File: config.mk
export PLATFORM = sky130hd
export DESIGN_NAME = regwrite_trace_buffer_flat
export DESIGN_NICKNAME = d
export VERILOG_FILES = /design/src/rtl/regwrite_trace_buffer_if.sv /design/src/rtl/regwrite_trace_buffer.sv /design/src/flat_wrapper.sv
export SDC_FILE = /design/constraint.sdc
export NUM_CORES = 1
export LEC_CHECK = 0
export CAP_MARGIN = 20
export CORE_UTILIZATION = 60
export DETAILED_ROUTE_END_ITERATION = 8
export PLACE_DENSITY = 0.76
export SYNTH_ARGS = -nofsm -noshare
export SYNTH_HDL_FRONTEND = slang
export SYNTH_SLANG_ARGS = --single-unit
File: constraint.sdc
create_clock -name clk -period 6 [get_ports clk]
set_clock_uncertainty 0.1 [all_clocks]
set_input_delay 1.2 -clock clk [delete_from_list [all_inputs] [get_ports clk]]
set_output_delay 1.2 -clock clk [all_outputs]
set_load 0.02 [all_outputs]
File: src/rtl/regwrite_trace_buffer_if.sv
// ---------------------------------------------------------------------------
// regwrite_trace_buffer_if
//
// Bundles the register-file write-back snoop signals and the trace read port
// of regwrite_trace_buffer.
//
//   wb_en / wb_addr / wb_data           register-file write-back strobe
//   rd_valid / rd_ready                 trace drain handshake
//   rd_ts / rd_addr / rd_data           head entry of the trace FIFO
//
// Modports:
//   master : the side that drives write-backs and drains the trace
//   slave  : the trace buffer itself
//
// The interface parameters must match the trace buffer's XLEN/REG_AW/TS_W.
// ---------------------------------------------------------------------------
interface regwrite_trace_buffer_if #(
    parameter int XLEN   = 32,
    parameter int REG_AW = 5,
    parameter int TS_W   = 16
);
    logic              wb_en;
    logic [REG_AW-1:0] wb_addr;
    logic [XLEN-1:0]   wb_data;

    logic              rd_valid;
    logic              rd_ready;
    logic [TS_W-1:0]   rd_ts;
    logic [REG_AW-1:0] rd_addr;
    logic [XLEN-1:0]   rd_data;

    modport master (
        output wb_en, wb_addr, wb_data, rd_ready,
        input  rd_valid, rd_ts, rd_addr, rd_data
    );

    modport slave (
        input  wb_en, wb_addr, wb_data, rd_ready,
        output rd_valid, rd_ts, rd_addr, rd_data
    );
endinterface

File: src/rtl/regwrite_trace_buffer.sv
// ---------------------------------------------------------------------------
// regwrite_trace_buffer
//
// Snoops the register-file write-back port and records selected writes as
// {timestamp, register, data} entries in a first-word-fall-through FIFO that
// a debug host drains over a valid/ready port.
//
// Ports:
//   clk         system clock
//   rst         asynchronous reset, active low (0 = reset)
//   bus         regwrite_trace_buffer_if.slave: wb_* snoop inputs and the
//               rd_* drain port (rd_valid, rd_ready, rd_ts, rd_addr, rd_data)
//   capture_en  global capture enable
//   watch_mask  bit i set -> writes to register i are recorded (x0 never is)
//   ring_mode   0 = drop new entries when full, 1 = overwrite the oldest
//   clear       synchronous flush of pointers, count and loss statistics
//   count       number of entries held (0..DEPTH)
//   overflow    sticky: an entry was dropped or overwritten since last clear
//   drop_cnt    number of lost entries, saturating at 255
//
// Optional build macro TRACE_CHANGE_ONLY_EN: keeps a shadow of the last
// recorded value of every register and suppresses writes that do not change
// it. Without the macro every qualifying write is recorded.
// ---------------------------------------------------------------------------
module regwrite_trace_buffer #(
    parameter int XLEN   = 32,
    parameter int REG_AW = 5,
    parameter int DEPTH  = 16,
    parameter int TS_W   = 16
) (
    input  logic                     clk,
    input  logic                     rst,
    regwrite_trace_buffer_if.slave   bus,
    input  logic                     capture_en,
    input  logic [2**REG_AW-1:0]     watch_mask,
    input  logic                     ring_mode,
    input  logic                     clear,
    output logic [$clog2(DEPTH):0]   count,
    output logic                     overflow,
    output logic [7:0]               drop_cnt
);
    localparam int PW   = $clog2(DEPTH);
    localparam int CW   = PW + 1;
    localparam int NREG = 2**REG_AW;
    localparam int EW   = TS_W + REG_AW + XLEN;

    logic [TS_W-1:0] ts_reg;
    logic [PW-1:0]   wr_ptr_reg, wr_ptr_next;
    logic [PW-1:0]   rd_ptr_reg, rd_ptr_next;
    logic [CW-1:0]   count_reg,  count_next;
    logic            overflow_reg, overflow_next;
    logic [7:0]      drop_cnt_reg, drop_cnt_next;

    logic [EW-1:0]   mem [DEPTH];
    logic [EW-1:0]   head;

    logic qualify, push, pop, full, empty;
    logic store, lose, evict, wr_en;

    // A write qualifies when capture is on, the register is watched and it
    // is not the hard-wired zero register.
    assign qualify = capture_en & bus.wb_en & watch_mask[bus.wb_addr]
                   & (bus.wb_addr != '0);

`ifdef TRACE_CHANGE_ONLY_EN
    logic [XLEN-1:0] shadow [NREG];

    assign push = qualify & (bus.wb_data != shadow[bus.wb_addr]);
`else
    assign push = qualify;
`endif

    assign empty = (count_reg == '0);
    assign full  = (count_reg == CW'(DEPTH));
    assign pop   = ~empty & bus.rd_ready;

    // When full, a same-cycle pop frees the slot the push needs, so only a
    // push without pop loses anything. In ring mode the loss is the oldest
    // entry (read pointer skips it) rather than the new one.
    assign store = push & (~full | pop | ring_mode);
    assign lose  = push & full & ~pop;
    assign evict = lose & ring_mode;
    assign wr_en = store & ~clear;

    always_comb begin
        wr_ptr_next   = wr_ptr_reg;
        rd_ptr_next   = rd_ptr_reg;
        count_next    = count_reg;
        overflow_next = overflow_reg;
        drop_cnt_next = drop_cnt_reg;
        if (clear) begin
            wr_ptr_next   = '0;
            rd_ptr_next   = '0;
            count_next    = '0;
            overflow_next = 1'b0;
            drop_cnt_next = '0;
        end else begin
            wr_ptr_next = wr_ptr_reg + PW'(store);
            rd_ptr_next = rd_ptr_reg + PW'(pop | evict);
            // An evicting store leaves count at DEPTH, hence the ~full term.
            if (store & ~pop & ~full)
                count_next = count_reg + CW'(1);
            else if (pop & ~store)
                count_next = count_reg - CW'(1);
            if (lose) begin
                overflow_next = 1'b1;
                if (drop_cnt_reg != 8'hFF)
                    drop_cnt_next = drop_cnt_reg + 8'd1;
            end
        end
    end

    always_ff @(posedge clk or negedge rst) begin
        if (!rst) begin
            ts_reg       <= '0;
            wr_ptr_reg   <= '0;
            rd_ptr_reg   <= '0;
            count_reg    <= '0;
            overflow_reg <= 1'b0;
            drop_cnt_reg <= '0;
        end else begin
            // Free-running; clear deliberately leaves it alone.
            ts_reg       <= ts_reg + TS_W'(1);
            wr_ptr_reg   <= wr_ptr_next;
            rd_ptr_reg   <= rd_ptr_next;
            count_reg    <= count_next;
            overflow_reg <= overflow_next;
            drop_cnt_reg <= drop_cnt_next;
        end
    end

    // Storage carries no reset: stale words are never visible because the
    // read outputs are gated by rd_valid.
    always_ff @(posedge clk) begin
        if (wr_en)
            mem[wr_ptr_reg] <= {ts_reg, bus.wb_addr, bus.wb_data};
    end

`ifdef TRACE_CHANGE_ONLY_EN
    genvar gi;
    generate
        for (gi = 0; gi < NREG; gi++) begin : g_shadow
            logic [XLEN-1:0] val_reg;
            // Follows only entries that were really stored, so a write that
            // was dropped in stop-when-full mode is retried next time.
            always_ff @(posedge clk or negedge rst) begin
                if (!rst)
                    val_reg <= '0;
                else if (clear)
                    val_reg <= '0;
                else if (wr_en && bus.wb_addr == REG_AW'(gi))
                    val_reg <= bus.wb_data;
            end
            assign shadow[gi] = val_reg;
        end
    endgenerate
`endif

    // First-word-fall-through head; outputs read as zero while empty.
    assign head         = mem[rd_ptr_reg];
    assign bus.rd_valid = ~empty;
    assign bus.rd_data  = empty ? '0 : head[XLEN-1:0];
    assign bus.rd_addr  = empty ? '0 : head[XLEN +: REG_AW];
    assign bus.rd_ts    = empty ? '0 : head[XLEN+REG_AW +: TS_W];

    assign count    = count_reg;
    assign overflow = overflow_reg;
    assign drop_cnt = drop_cnt_reg;
endmodule

File: src/flat_wrapper.sv
// flat-port wrapper written by rule: the top's interface ports become plain ports
module regwrite_trace_buffer_flat 
#(
    parameter int XLEN   = 32,
    parameter int REG_AW = 5,
    parameter int DEPTH  = 16,
    parameter int TS_W   = 16
)
  (clk, rst, capture_en, watch_mask, ring_mode, clear, count, overflow, drop_cnt, bus_wb_en, bus_wb_addr, bus_wb_data, bus_rd_ready, bus_rd_valid, bus_rd_ts, bus_rd_addr, bus_rd_data);
  regwrite_trace_buffer_if #(.XLEN(XLEN), .REG_AW(REG_AW), .TS_W(TS_W)) bus_i ();
  input  logic clk;
  input  logic rst;
  input  logic capture_en;
  input  logic [2**REG_AW-1:0] watch_mask;
  input  logic ring_mode;
  input  logic clear;
  output logic [$clog2(DEPTH):0] count;
  output logic overflow;
  output logic [7:0] drop_cnt;
  input wire logic [$bits(bus_i.wb_en)-1:0] bus_wb_en;
  input wire logic [$bits(bus_i.wb_addr)-1:0] bus_wb_addr;
  input wire logic [$bits(bus_i.wb_data)-1:0] bus_wb_data;
  input wire logic [$bits(bus_i.rd_ready)-1:0] bus_rd_ready;
  output wire logic [$bits(bus_i.rd_valid)-1:0] bus_rd_valid;
  output wire logic [$bits(bus_i.rd_ts)-1:0] bus_rd_ts;
  output wire logic [$bits(bus_i.rd_addr)-1:0] bus_rd_addr;
  output wire logic [$bits(bus_i.rd_data)-1:0] bus_rd_data;
  assign bus_i.wb_en = bus_wb_en;
  assign bus_i.wb_addr = bus_wb_addr;
  assign bus_i.wb_data = bus_wb_data;
  assign bus_i.rd_ready = bus_rd_ready;
  assign bus_rd_valid = bus_i.rd_valid;
  assign bus_rd_ts = bus_i.rd_ts;
  assign bus_rd_addr = bus_i.rd_addr;
  assign bus_rd_data = bus_i.rd_data;
  regwrite_trace_buffer #(.XLEN(XLEN), .REG_AW(REG_AW), .DEPTH(DEPTH), .TS_W(TS_W)) u_core (.clk(clk), .rst(rst), .bus(bus_i), .capture_en(capture_en), .watch_mask(watch_mask), .ring_mode(ring_mode), .clear(clear), .count(count), .overflow(overflow), .drop_cnt(drop_cnt));
endmodule
==> out/results.txt <==
Largest register FFs: 848
Detail Route Antenna Nets: 0
CTS root buf: clkbuf_16
Port Buf Inserts: 142
Synth Cell Area: 0.0345 mm²
Vias: 16,100
Synth warn: 0
Max layer used: met4
First DRT Iteration DRCs: 1,683
Worst skew pair latency: 0.62 ns
Top post-synthesis cells by area: edfxtp_1, mux4_2, dfrtp_1, and2_1, clkbuf_1
Num rows: 87
First-pass GRT wire length: 109,000 µm
Worst Path Arrival: 3.71 ns
Final Max Slew Viols: 0
Predominant post-synthesis flop cell: edfxtp_1
Reg area: 0.0264 mm²
N_diodes: 0
GRT Residual Overflow: 0
Fillcell total: 3,248
DRT Wirelength: 73,000 µm
Cell taking the most area after synthesis: edfxtp_1
Worst rel slew slack: 0.229
DRC: 0
Area delta synth->final: 15.3%
Worst-margin pin slew: 1.16 ns
Clk sinks: 886
Chip Height: 242 µm
Setup Viol. Count Final: 0
Final Hold Fails: 0
Total track usage: 0.258
Max FO, Critical Path: 22
Period minus WS final: 5.01 ns
Nets@finish: 1,764
Cell area power density: 381 mW/mm²
Initial core utilization: 0.609
Syn nets: 1,573
Final cell count without fillers: 2,502
VDD IR-drop max: 0.000300 V
WP data required: 4.70 ns
Library cells used by synthesis: 56
Largest net degree at the start of global routing: 68
Final Util: 0.702
Setup CP Type: register to output pin
Vias per inst: 6.45
DRT met1 WL: 28,600 µm
Clk pin slew, worst setup/hold paths: 0.06 ns
WL/cell: 29.2 µm
Vias in the first global route: 17,000
Hold Path Class: input port to async pin
Yosys top cell area share: 0.738
Detail Placement HPWL: 35,200 µm
GP Congestion: 0.748
Maximum clock rate: 0.200 GHz
Fin crit share: 0.835
Avg Cell Area, Syn: 23.2 µm²
Num CTS Buffers: 83
Multi-input logic area: 0.00779 mm²
Setup Fix Bufs, Post-CTS: 0
Routed wl met3: 5670 µm
Cell count after synthesis: 1,486
Full die area: 0.0584 mm²
Reg2reg setup slack: 1.61 ns
CP startpoint kind: register
CP endpoint kind: output pin
Initial antenna violation count: 0
Met2 wire len: 36,700 µm
Die extent in x: 242 µm
Yosys reg bits: 886
Iteration count of the initial detailed-routing pass: 7
LEAKAGE: 12.0 nW
Fraction of layout cells with a size suffix above 1: 0.260
Status: finished, final reports clean
RSZ-0062 raised after global routing: no
Maxcap violations: 0
Sequential area share after synthesis: 0.766
Hold-fix buffers, CTS: 0
Core footprint: 0.0566 mm²
CTS max path bufs: 3
EDFF count, synth: 848
Dpl cells: 2,347
I/O Pins: 144
Async set-reset flop share out of synthesis: 0.0429
PostCTS Resize Cnt: 0
CTS H-Tree Depth: 3
CTS tree: yes
## Yosys cell counts (2+ instances only)
| library cell | count |
|---|---|
| ha_1 | 10 |
| and3_1 | 8 |
| mux2i_1 | 8 |
| nand4_1 | 6 |
| nor4b_1 | 2 |
| inv_1 | 16 |
| nand3_1 | 14 |
| buf_1 | 6 |
| buf_6 | 2 |
| o21ai_1 | 3 |
| nor4_2 | 2 |
| o21ai_0 | 6 |
| o21a_1 | 2 |
| nor2_1 | 21 |
| buf_2 | 20 |
| and2_1 | 54 |
| xnor2_1 | 16 |
| o211ai_1 | 2 |
| a31oi_1 | 3 |
| o2111ai_1 | 2 |
| a21o_1 | 4 |
| a21oi_1 | 9 |
| edfxtp_1 | 848 |
| nor3_1 | 12 |
| nor2b_1 | 8 |
| mux4_2 | 268 |
| nand2_1 | 17 |
| xor2_1 | 5 |
| nand2b_1 | 3 |
| dfrtp_1 | 38 |
| clkbuf_1 | 46 |
## where the power goes
group	total, mW	leakage (nW)	internal, mW	switching (mW)
registers	6.87	7.97	6.78	0.0913
logic	3.41	2.80	1.75	1.66
clock network	4.86	1.24	2.69	2.17
## cell families (layout without fill, tap and decap cells)
kind of cell | count (synthesis) | in the layout | synth area share
XOR/XNOR | 21 | 21 | 0.00533
AO/OA/AOI/OAI | 40 | 40 | 0.00806
AND/OR/NAND/NOR | 159 | 159 | 0.0269
adder cells (fa/ha/maj) | 11 | 11 | 0.00421
buffers and inverters | 92 | 352 | 0.0113
flip-flops | 886 | 886 | 0.766
multiplexers | 277 | 277 | 0.178
## worst max-delay path, stage by stage, from the launching register on
cell and delay (ns):
dfrtp_4 0.70, buf_4 0.48, mux4_2 0.61, mux4_2 0.55
and2_1 0.20, clkdlybuf4s50_1 0.53
## placed cells by master, fill, tap and decap left out, drive strengths merged, types with 14 or more instances in the layout
master         instances
nand3                 14
inv                   21
edfxtp               848
nor2                  21
clkbuf               102
dfrtp                 38
xnor2                 16
and2                  54
clkdlybuf4s50        141
buf                   41
nand2                 18
clkinv                44
mux4                 269
## final timing paths
path / startpoint / end / cells after the start
hold / removal: rst / u_core.ts_reg[11] / 1
max in group asynchronous: rst / u_core.rd_ptr_reg[0] / 2
setup / recovery: u_core.rd_ptr_reg[0] / bus_rd_addr[2] / 5
hold reg to reg: u_core.overflow / u_core.overflow / 1
setup reg to reg: u_core.count[1] / u_core.count[4] / 13
min in group clk: u_core.overflow / u_core.overflow / 1
## layout make-up
class / instances / share of cell area
clock inverters: 52 / 0.00797
inverters: 16 / 0.00151
flip-flops and latches: 886 / 0.665
clock buffers: 102 / 0.0551
repair buffers: 182 / 0.0504
well taps: 756 / 0.0238
multi-input cells: 508 / 0.196
## stage by stage
stage	setup WS [ns]	TNS, ns	hold WS, ns	power [mW]	instance area [µm²]
after floorplan	-0.923	-307.46	0.460	9.22	34500
after global placement	0.773	0	0.380	10.4	37200
after detailed placement	0.649	0	0.388	10.4	37200
after CTS	0.882	0	0.410	15.3	39700
after global routing	0.783	0	0.332	15.7	39700
final	0.990	0	0.353	15.1	39700
## layer usage
layer | GRT usage | vias to the layer above
li1 | - | 6686
met1 | 0.364 | 8542
met2 | 0.417 | 770
met3 | 0.0478 | 139
met4 | 0.0812 | 0
met5 | 0 | -
No activity file was read; power rests on OpenSTA's default activity.
